<file path="src/rtl/crc_32_fcs_appender.sv">
// crc_32_fcs_appender: passes a byte-stream payload through and appends its Ethernet CRC-32 FCS.
// Payload bytes pass through combinationally; the four FCS bytes follow, least significant byte first.
module crc_32_fcs_appender #(
    parameter int MAX_FRAME_LEN = 1518,
    parameter int LEN_W         = 16
) (
    input  logic             clk,
    input  logic             rst,
    input  logic             s_valid,
    output logic             s_ready,
    input  logic [7:0]       s_data,
    input  logic             s_last,
    output logic             m_valid,
    input  logic             m_ready,
    output logic [7:0]       m_data,
    output logic             m_last,
    output logic [31:0]      fcs_out,
    output logic [LEN_W-1:0] frame_len,
    output logic             frame_done,
    output logic             frame_too_long
);
    localparam logic [31:0] CRC_POLY          = 32'h04C11DB7;
    localparam logic [31:0] CRC_INITIAL_VALUE = 32'hFFFFFFFF;

    typedef enum logic {PAYLOAD, FCS} state_t;

    function automatic logic [7:0] revers_byts(input logic [7:0] d);
        logic [7:0] r;
        for (int i = 0; i < 8; i++) r[i] = d[7-i];
        return r;
    endfunction

    function automatic logic [31:0] not_reverse_4_byts(input logic [31:0] c);
        logic [31:0] r;
        for (int i = 0; i < 32; i++) r[i] = ~c[31-i];
        return r;
    endfunction

    function automatic logic [31:0] crc_step(input logic [31:0] c, input logic [7:0] din);
        logic [31:0] r;
        logic        b;
        r = c;
        for (int k = 0; k < 8; k++) begin
            b = r[31] ^ din[7-k];
            r = {r[30:0], 1'b0} ^ (b ? CRC_POLY : 32'h0);
        end
        return r;
    endfunction

    state_t           state_q, state_d;
    logic [31:0]      crc_q, crc_d, fcs_q, fcs_d, fcs_out_q, fcs_out_d, crc_next;
    logic [LEN_W-1:0] len_q, len_d, frame_len_q, frame_len_d;
    logic [1:0]       cnt_q, cnt_d;
    logic             s_acc, f_acc;

    assign s_ready        = !rst && state_q == PAYLOAD && m_ready;
    assign m_valid        = !rst && (state_q == FCS || s_valid);
    assign m_data         = state_q == FCS ? fcs_q[{cnt_q, 3'b000} +: 8] : s_data;
    assign m_last         = state_q == FCS && cnt_q == 2'd3;
    assign s_acc          = s_valid && s_ready;
    assign f_acc          = !rst && state_q == FCS && m_ready;
    assign frame_done     = f_acc && cnt_q == 2'd3;
    assign frame_too_long = s_acc && len_q == LEN_W'(MAX_FRAME_LEN);
    assign fcs_out        = fcs_out_q;
    assign frame_len      = frame_len_q;
    assign crc_next       = crc_step(crc_q, revers_byts(s_data));

    always_comb begin
        state_d     = state_q;
        crc_d       = crc_q;
        len_d       = len_q;
        fcs_d       = fcs_q;
        cnt_d       = cnt_q;
        fcs_out_d   = fcs_out_q;
        frame_len_d = frame_len_q;
        if (s_acc) begin
            crc_d = crc_next;
            len_d = &len_q ? len_q : len_q + 1'b1;
            if (s_last) begin
                state_d = FCS;
                cnt_d   = 2'd0;
                fcs_d   = not_reverse_4_byts(crc_next);
            end
        end
        if (f_acc) begin
            cnt_d = cnt_q + 2'd1;
            if (cnt_q == 2'd3) begin
                fcs_out_d   = fcs_q;
                frame_len_d = len_q;
                crc_d       = CRC_INITIAL_VALUE;
                len_d       = '0;
                state_d     = PAYLOAD;
            end
        end
    end

    always_ff @(posedge clk) begin
        if (rst) begin
            state_q     <= PAYLOAD;
            crc_q       <= CRC_INITIAL_VALUE;
            len_q       <= '0;
            fcs_q       <= '0;
            cnt_q       <= '0;
            fcs_out_q   <= '0;
            frame_len_q <= '0;
        end else begin
            state_q     <= state_d;
            crc_q       <= crc_d;
            len_q       <= len_d;
            fcs_q       <= fcs_d;
            cnt_q       <= cnt_d;
            fcs_out_q   <= fcs_out_d;
            frame_len_q <= frame_len_d;
        end
    end
endmodule
</file>
<file path="config.mk">
export PLATFORM = sky130hd
export DESIGN_NAME = crc_32_fcs_appender
export DESIGN_NICKNAME = d
export VERILOG_FILES = /design/src/rtl/crc_32_fcs_appender.sv
export SDC_FILE = /design/constraint.sdc
export NUM_CORES = 1
export LEC_CHECK = 0
export CAP_MARGIN = 15
export CORE_MARGIN = 2
export CORE_UTILIZATION = 58
export CTS_BUF_LIST = sky130_fd_sc_hd__clkbuf_4 sky130_fd_sc_hd__clkbuf_8
export DETAILED_ROUTE_END_ITERATION = 8
export HOLD_SLACK_MARGIN = 0.05
export PLACE_DENSITY = 0.83
export SYNTH_ARGS = -nofsm -noshare
export SYNTH_HDL_FRONTEND = slang
export SYNTH_SLANG_ARGS = --single-unit
</file>
<file path="constraint.sdc">
create_clock -name clk -period 1.9 [get_ports clk]
set_input_delay 0.38 -clock clk [delete_from_list [all_inputs] [get_ports clk]]
set_output_delay 0.38 -clock clk [all_outputs]
set_load 0.01 [all_outputs]
</file>
# --- Word-level counts from Yosys, hierarchy flattened ---
# Index checks and enable logic that the tools add are counted.
word_totals:
  ff_bits: 131
  in_bits: 13
  output_inout_bits: 61
  elab_cells: 101
classes:
  addsub: 2
  eq_ne: 2
  shift: 1
  n_mux: 23
  n_bitwise: 49
  reduce_logical: 17
op_table:
  columns: ["cell", "n"]
  rows:
  - ["bitwise XOR 32 x 27 -> 32 bit", 8]
  - ["2-to-1 mux 27 bit", 8]
  - ["2-to-1 mux 32 bit", 3]
  - ["2-to-1 mux 16 bit", 4]
  - ["inverter 1 bit", 33]
  - ["indexed part select 32 x 6 -> 8 bit", 1]
  - ["adder 16 x 1 -> 16 bit, second input constant", 1]
  - ["== test 16 x 11 -> 1 bit, second input constant", 1]
  - ["AND reduction 16 bit", 1]
  - ["logical AND 1 bit", 9]
  - ["2-to-1 mux 8 bit", 1]
  - ["bitwise XOR 1 bit", 8]
  - ["2-to-1 mux 2 bit", 3]
  - ["AND reduction 2 bit", 3]
  - ["2-to-1 mux 1 bit", 4]
  - ["nonzero test 2 bit", 2]
  - ["adder 2 x 1 -> 2 bit, second input constant", 1]
  - ["== test 2 bit, second input constant", 1]
  - ["zero test 1 bit", 1]
  - ["logical OR 1 bit", 1]

# --- Logic depth before layout (Yosys ltp) ---
# Gate-level depths: netlist of run 1.
depth:
  depth_word: 27
  ltp_mapped: 8
  depth_no_buf: 6

# --- Worst setup path before layout of run 1 ---
# Ideal clock, no wire load.
synth_path:
  path_type: "register -> output"
  start: "reg cnt_q[0]"
  end: "out m_data[0]"
  arrival_ns: 1.372
  setup_slack_ns: 0.148
  path_stages_with_launch: 4
  n_path_buf: 1
  path_cell_list: "dfxtp_1 buf_2 mux4_2 mux2_2"
synth_between:
  elab_chain_cells: 2
synth_lines:
  columns: ["item", "line_no", "rtl"]
  rows:
  - ["start: declaration", "53", "logic [1:0] cnt_q, cnt_d;"]
  - ["start signal: assignment", "111", "cnt_q <= cnt_d;"]
  - ["indexed part select 32 x 6 -> 8 bit", "58", "assign m_data = state_q == FCS ? fcs_q[{cnt_q, 3'b000} +: 8] : s_data;"]
  - ["2-to-1 mux 8 bit", "58", null]
  - ["end: declaration", "15", "output logic [7:0] m_data,"]
# Every way passes these cells.

# --- Worst setup path in the final report of run 1 ---
# Same ends and word-level chain as after synthesis.

==> flow_summary_export.csv, run 1 <==
group,metric,value,unit
drt,vias_per_cell,5.76,
yosys,synth_warnings,0,
place,hpwl,11600,µm
sta,fmax,436,MHz
pwr,cellLeakagePower,3.28,nW
setup_path,end_kind,"output port",
drt,ant_nets,0,
yosys,synth_top_area_cell,"dfxtp_1",
global_route,grt_max_degree,54,
global_route,grt-ovfl-total,0,
pwr,pwr-share-seq,0.400,
place,port_buffers,73,
setup_path,path_class,"flip-flop to output port",
sta,fin_crit_sh,1.21,
pwr,combPwrFrac,0.226,
setup_path,required,1.52,ns
finish,multi_input_area,0.00345,mm²
pwr,power_switching,2.06,mW
finish,seq_area,0.00263,mm²
drt,route.met2.wl,9470,µm
yosys,synthCells,655,
yosys,syn-num-nets,671,
finish,drive_gt1_frac,0.255,
die,die_h,107,µm
global_route,grt_usage,0.316,
die,coreArea,0.0103,mm²
clock_network,clk_transition_reported_paths,0.08,ns
drt,met3_wirelength,1010,µm
finish,nets,822,
sta,fin_worst_skew,0.0136,ns
drt,first_pass_iters,5,
finish,insertedDiodeCount,0,
drt,drt-met1-wl,6990,µm
sta,hold_viol,0,
setup_path,cp.arrival,1.91,ns
die,start_util,0.597,
place,placed_cell_area,0.00765,mm²
sta,whs,0.443,ns
die,ios,74,
place,gp_congestion,0.912,
yosys,synth_area,0.00613,mm²
yosys,ys.flop_type,"dfxtp_1",
finish,layout_commonest_cell,"dfxtp_1",
setup_path,crit_fanout,6,
die,dieArea,0.0114,mm²
setup_path,cp_slowest_cell,"mux4_2",
sta,finalSetupViolations,24,
yosys,yosysUniqueCellTypes,46,
finish,instances_no_fill,955,
clock_network,clockBufferDepth,2,
drt,drc_errors,0,
clock_network,insertion_delay,0.44,ns
yosys,synth_top_cell_area_share,0.428,
setup_path,path_cells,"buf_12, mux4_2, mux2_4, buf_6",
finish,n_fill_cell,639,
hold_path,hold_start,"rst",
job,drv_cap,0,
yosys,ys_seq_area_frac,0.428,
sta,finalWorstSetupSlack,-0.392,ns
setup_path,timing.rr.end,"fcs_q[27]",
finish,area_growth,35.9,%
pwr,powerDensity,872,mW/mm²
global_route,grt_pass1_vias,5394,
hold_path,holdPathEnd,"frame_len[6]",
clock_network,tritoncts,"built",
hold_path,hp-class,"input pin to flip-flop",
setup_path,max_stage_delay,0.56,ns
die,die_x,107,µm
outcome,status,"finished, violations left",
drt,wirelength,18200,µm
drt,vias,5497,
hold_path,hold_path_depth,4,
clock_network,clock-sinks,131,
finish,layout_common_cells,"128 x dfxtp_1, 89 x buf_4, 81 x nand2_1",
pwr,switching_share,0.284,
die,rows,37,
setup_path,reg2regPathDepth,7,
clock_network,htreeDepth,4,
sta,rsz0062_at_grt,"yes",
outcome,failed_checks,"negative setup slack",
yosys,syn_avg_cell_area,9.36,µm²
sta,tightest_slew,0.549,ns
finish,finish.instance_area,0.00833,mm²
sta,period_minus_slack,2.29,ns
sta,finalSetupTns,-3.79,ns
yosys,ys_seq_elements,131,
clock_network,cts_hold_buf,0,
clock_network,root_buffer,"clkbuf_8",
pwr,intPower,5.20,mW
drt,highest-signal-layer,"met5",
yosys,synthArstFlopShare,0,
pwr,power_frac_clock,0.374,
setup_path,regToRegStartpoint,"state_q",
global_route,grt_pass1_wl,27600,µm
sta,finalMaxSlewViolations,0,
global_route,antenna_found_initial,1,
sta,slew_headroom,0.634,
drt,drtIter0Drc,405,
drt,wl_per_cell,19.1,µm
yosys,synth_edf_count,0,
place,place_ws,-0.474,ns
setup_path,reg2reg_setup_slack,-0.07,ns
yosys,synth.area.top_cells,"dfxtp_1 43%, nand2_1 5.0%, xnor2_4 4.9%",
clock_network,numCtsBuffers,17,
pwr,ir_drop,0.524,mV
place,placed_cells,915,
setup_path,critPathLaunchType,"flip-flop",
synthesized netlist by cell type, types with 3 or more instances:
cell type / n
o21ai_0: 56
o21ai_1: 8
nand2_1: 82
nor2_1: 67
a211oi_1: 4
clkbuf_1: 29
xnor2_1: 26
mux4_2: 8
o21a_1: 5
nor3b_1: 3
and4_1: 3
xnor2_4: 11
buf_2: 10
and3_1: 6
xnor3_1: 6
ha_1: 3
nor3_1: 21
buf_1: 4
xnor2_2: 9
mux2_2: 8
o211ai_1: 17
a21oi_1: 27
nand4_1: 5
nand2b_1: 48
inv_1: 4
dfxtp_1: 131
xor2_1: 20
nand3_1: 9
worst max-delay path: cells and delay by family (launching register included):
family	cells	cell delay, ns
buf+inv	2	0.25
mux	2	0.85
flops	1	0.37
registers in the layout, summed over array words and instances (netlist names):
signal and flops:
fcs_q 32, frame_len 16, cnt_q 2, state_q 1, len_q 16, crc_q 32
fcs_out 32
timing repair:
action | 4_1_cts | 5_1_grt
buffers inserted | 4 | 4
cloned | 2 | 1
pin swaps | 2 | 3
setup endpoints to repair | 46 | 39
gates resized for setup | 66 | 29
cell families after synthesis:
group	count (synthesis)	share of synthesized area
AO/OA/AOI/OAI	125	0.117
XOR/XNOR	74	0.168
adder cells (fa/ha/maj)	3	0.00612
buffers and inverters	47	0.0308
flip-flops	131	0.428
multiplexers	17	0.0457
AND/OR/NAND/NOR	258	0.205
metrics by stage:
stage	utilization	power, mW
3_5_place_dp	0.745	4.45
3_3_place_gp	0.745	4.43
5_1_grt	0.811	7.45
2_1_floorplan	-	3.88
4_1_cts	0.799	7.14
6_report	0.811	7.26
area by class of cell:
| type | count | area share |
|---|---|---|
| clock inverter | 11 | 0.0209 |
| tap | 136 | 0.0204 |
| multi-input combinational | 478 | 0.413 |
| inverter | 4 | 0.00180 |
| timing repair buffer | 174 | 0.193 |
| sequential | 131 | 0.315 |
| clock buffer | 21 | 0.0347 |
worst max path at each step:
stage / slack, ns / from / to / cells past startpoint
after detailed placement: -0.47 / m_ready / frame_too_long / 5
after global routing: -0.42 / cnt_q[0] / m_data[0] / 4
after CTS: -0.42 / cnt_q[0] / m_data[6] / 5
after global placement: -0.47 / s_valid / frame_too_long / 5
after floorplan: 0.15 / cnt_q[0] / m_data[0] / 3
final: -0.39 / cnt_q[0] / m_data[0] / 4
power groups by stage:
stage | Combinational, mW | Sequential, mW | Clock (mW)
global placement | 1.47 | 2.95 | 0
finish | 1.64 | 2.90 | 2.72
detailed placement | 1.49 | 2.96 | 0
CTS | 1.54 | 2.90 | 2.71
global route | 1.70 | 2.91 | 2.84
floorplan | 0.936 | 2.95 | 0
per-layer routing:
layer,global-route usage,vias up
met1,0.370,2654
met3,0.0614,67
li1,-,2520
met2,0.556,254
met4,0.148,2
met5,0,-
Note: power is estimated with default switching activity, not from simulation.
==> run 2: changes to the inputs <==
- CORE_ASPECT_RATIO: not set -> 1.5
==> flow_summary_export.csv, run 2 (synthesized netlist as in run 1, its figures left out) <==
group,metric,value,unit
pwr,cellLeakagePower,3.44,nW
setup_path,reg2reg_setup_slack,-0.17,ns
sta,tightest_slew,0.706,ns
place,place_ws,-0.460,ns
sta,rsz0062_at_grt,"yes",
global_route,antenna_found_initial,1,
place,hpwl,12300,µm
setup_path,path_class,"flip-flop to output port",
setup_path,cp.arrival,1.99,ns
clock_network,tritoncts,"built",
global_route,grt_usage,0.355,
drt,wirelength,22400,µm
clock_network,clk_transition_reported_paths,0.08,ns
die,start_util,0.589,
finish,nets,848,
drt,wl_per_cell,22.7,µm
global_route,grt_max_degree,65,
finish,drive_gt1_frac,0.311,
clock_network,numCtsBuffers,17,
global_route,grt_pass1_vias,5843,
setup_path,end_kind,"output port",
die,coreArea,0.0104,mm²
job,drv_cap,0,
sta,fin_worst_skew,0.0107,ns
global_route,grt_pass1_wl,29900,µm
setup_path,crit_fanout,5,
clock_network,root_buffer,"clkbuf_8",
clock_network,clockBufferDepth,2,
sta,fin_crit_sh,1.25,
pwr,ir_drop,0.662,mV
die,dieArea,0.0114,mm²
place,port_buffers,73,
place,gp_congestion,0.892,
sta,finalSetupViolations,42,
sta,fmax,421,MHz
outcome,failed_checks,"negative setup slack",
die,die_x,87.9,µm
outcome,status,"finished, violations left",
drt,first_pass_iters,6,
die,rows,46,
clock_network,clock-sinks,131,
drt,vias_per_cell,6.08,
setup_path,required,1.52,ns
finish,layout_common_cells,"129 x dfxtp_1, 111 x buf_4, 81 x nand2_1",
setup_path,critPathLaunchType,"flip-flop",
sta,finalMaxSlewViolations,0,
pwr,powerDensity,862,mW/mm²
finish,post-route-util,0.836,
hold_path,hold_path_depth,2,
sta,hold_viol,0,
clock_network,htreeDepth,4,
drt,ant_nets,0,
setup_path,reg2regPathDepth,9,
drt,drtIter0Drc,666,
finish,layout_commonest_cell,"dfxtp_1",
die,die_h,130,µm
pwr,finalPower,7.51,mW
clock_network,insertion_delay,0.46,ns
die,ios,74,
clock_network,cts_hold_buf,0,
sta,slew_headroom,0.530,
sta,period_minus_slack,2.37,ns
drt,drc_errors,0,
finish,area_growth,42.0,%
sta,finalSetupTns,-5.43,ns
global_route,grt-ovfl-total,0,
hold_path,hp-class,"flip-flop to flip-flop",
drt,vias,6017,
sta,finalWorstSetupSlack,-0.475,ns
## run 2: cell types whose count changed in the layout (fill, tap and decap cells not counted), sizes merged
cell and change:
or2 -1, clkbuf -1, buf +27, dlymetal6s2s +1, clkdlybuf4s50 -1, diode +1
clkinv +1
## run 2: worst max-delay path: stages (launching register included)
cell     delay (ns)
dfxtp_4        0.38
buf_12         0.13
mux4_2         0.60
mux2_4         0.31
buf_6          0.12
## run 2: metrics by stage
| stage | hold slack (ns) | cell area, µm² | std cells |
|---|---|---|---|
| 6_report | 0.476 | 8710 | 990 |
| 5_1_grt | 0.505 | 8700 | 989 |
| 4_1_cts | 0.476 | 8360 | 977 |
| 3_5_place_dp | 0.464 | 7710 | 934 |
| 3_3_place_gp | 0.458 | 7710 | 934 |
| 2_1_floorplan | 0.434 | 6130 | 655 |
## run 2: metal layers
layer  vias up  global-route usage  wire length [µm]
li1       2584                   -                 -
met1      2845               0.354              7380
met2       407               0.599             11100
met3       181              0.0968              1720
met4         0               0.302              2190
met5         -                   0                 0
## run 2: what timing repair did
item / in CTS / in global routing
gates resized for setup: 85 / 67
endpoints found under the setup margin: 47 / 108
pin swaps: 7 / 14
cloned: 3 / 2
setup buffers: 8 / 11
## run 2: final timing paths
check	start	end
worst min register to register	frame_len[0]	frame_len[0]
worst max register to register	cnt_q[0]	crc_q[10]
worst min-delay path	frame_len[0]	frame_len[0]
worst max-delay path	cnt_q[0]	m_data[4]
## run 2: final cells by class
type	instances	area (µm²)
fillers	498	1710
diodes	1	2.50
well taps	144	180
flip-flops and latches	131	2630
multi-input cells	477	3610
clock inverters	12	179
clock buffers	20	269
inverters	4	15.0
repair buffers	201	1820
## run 2: where the power goes
group	internal, mW	leakage, nW	switching [mW]
clock network	1.52	0.219	1.18
registers	2.83	1.06	0.0835
logic	0.930	2.16	0.968
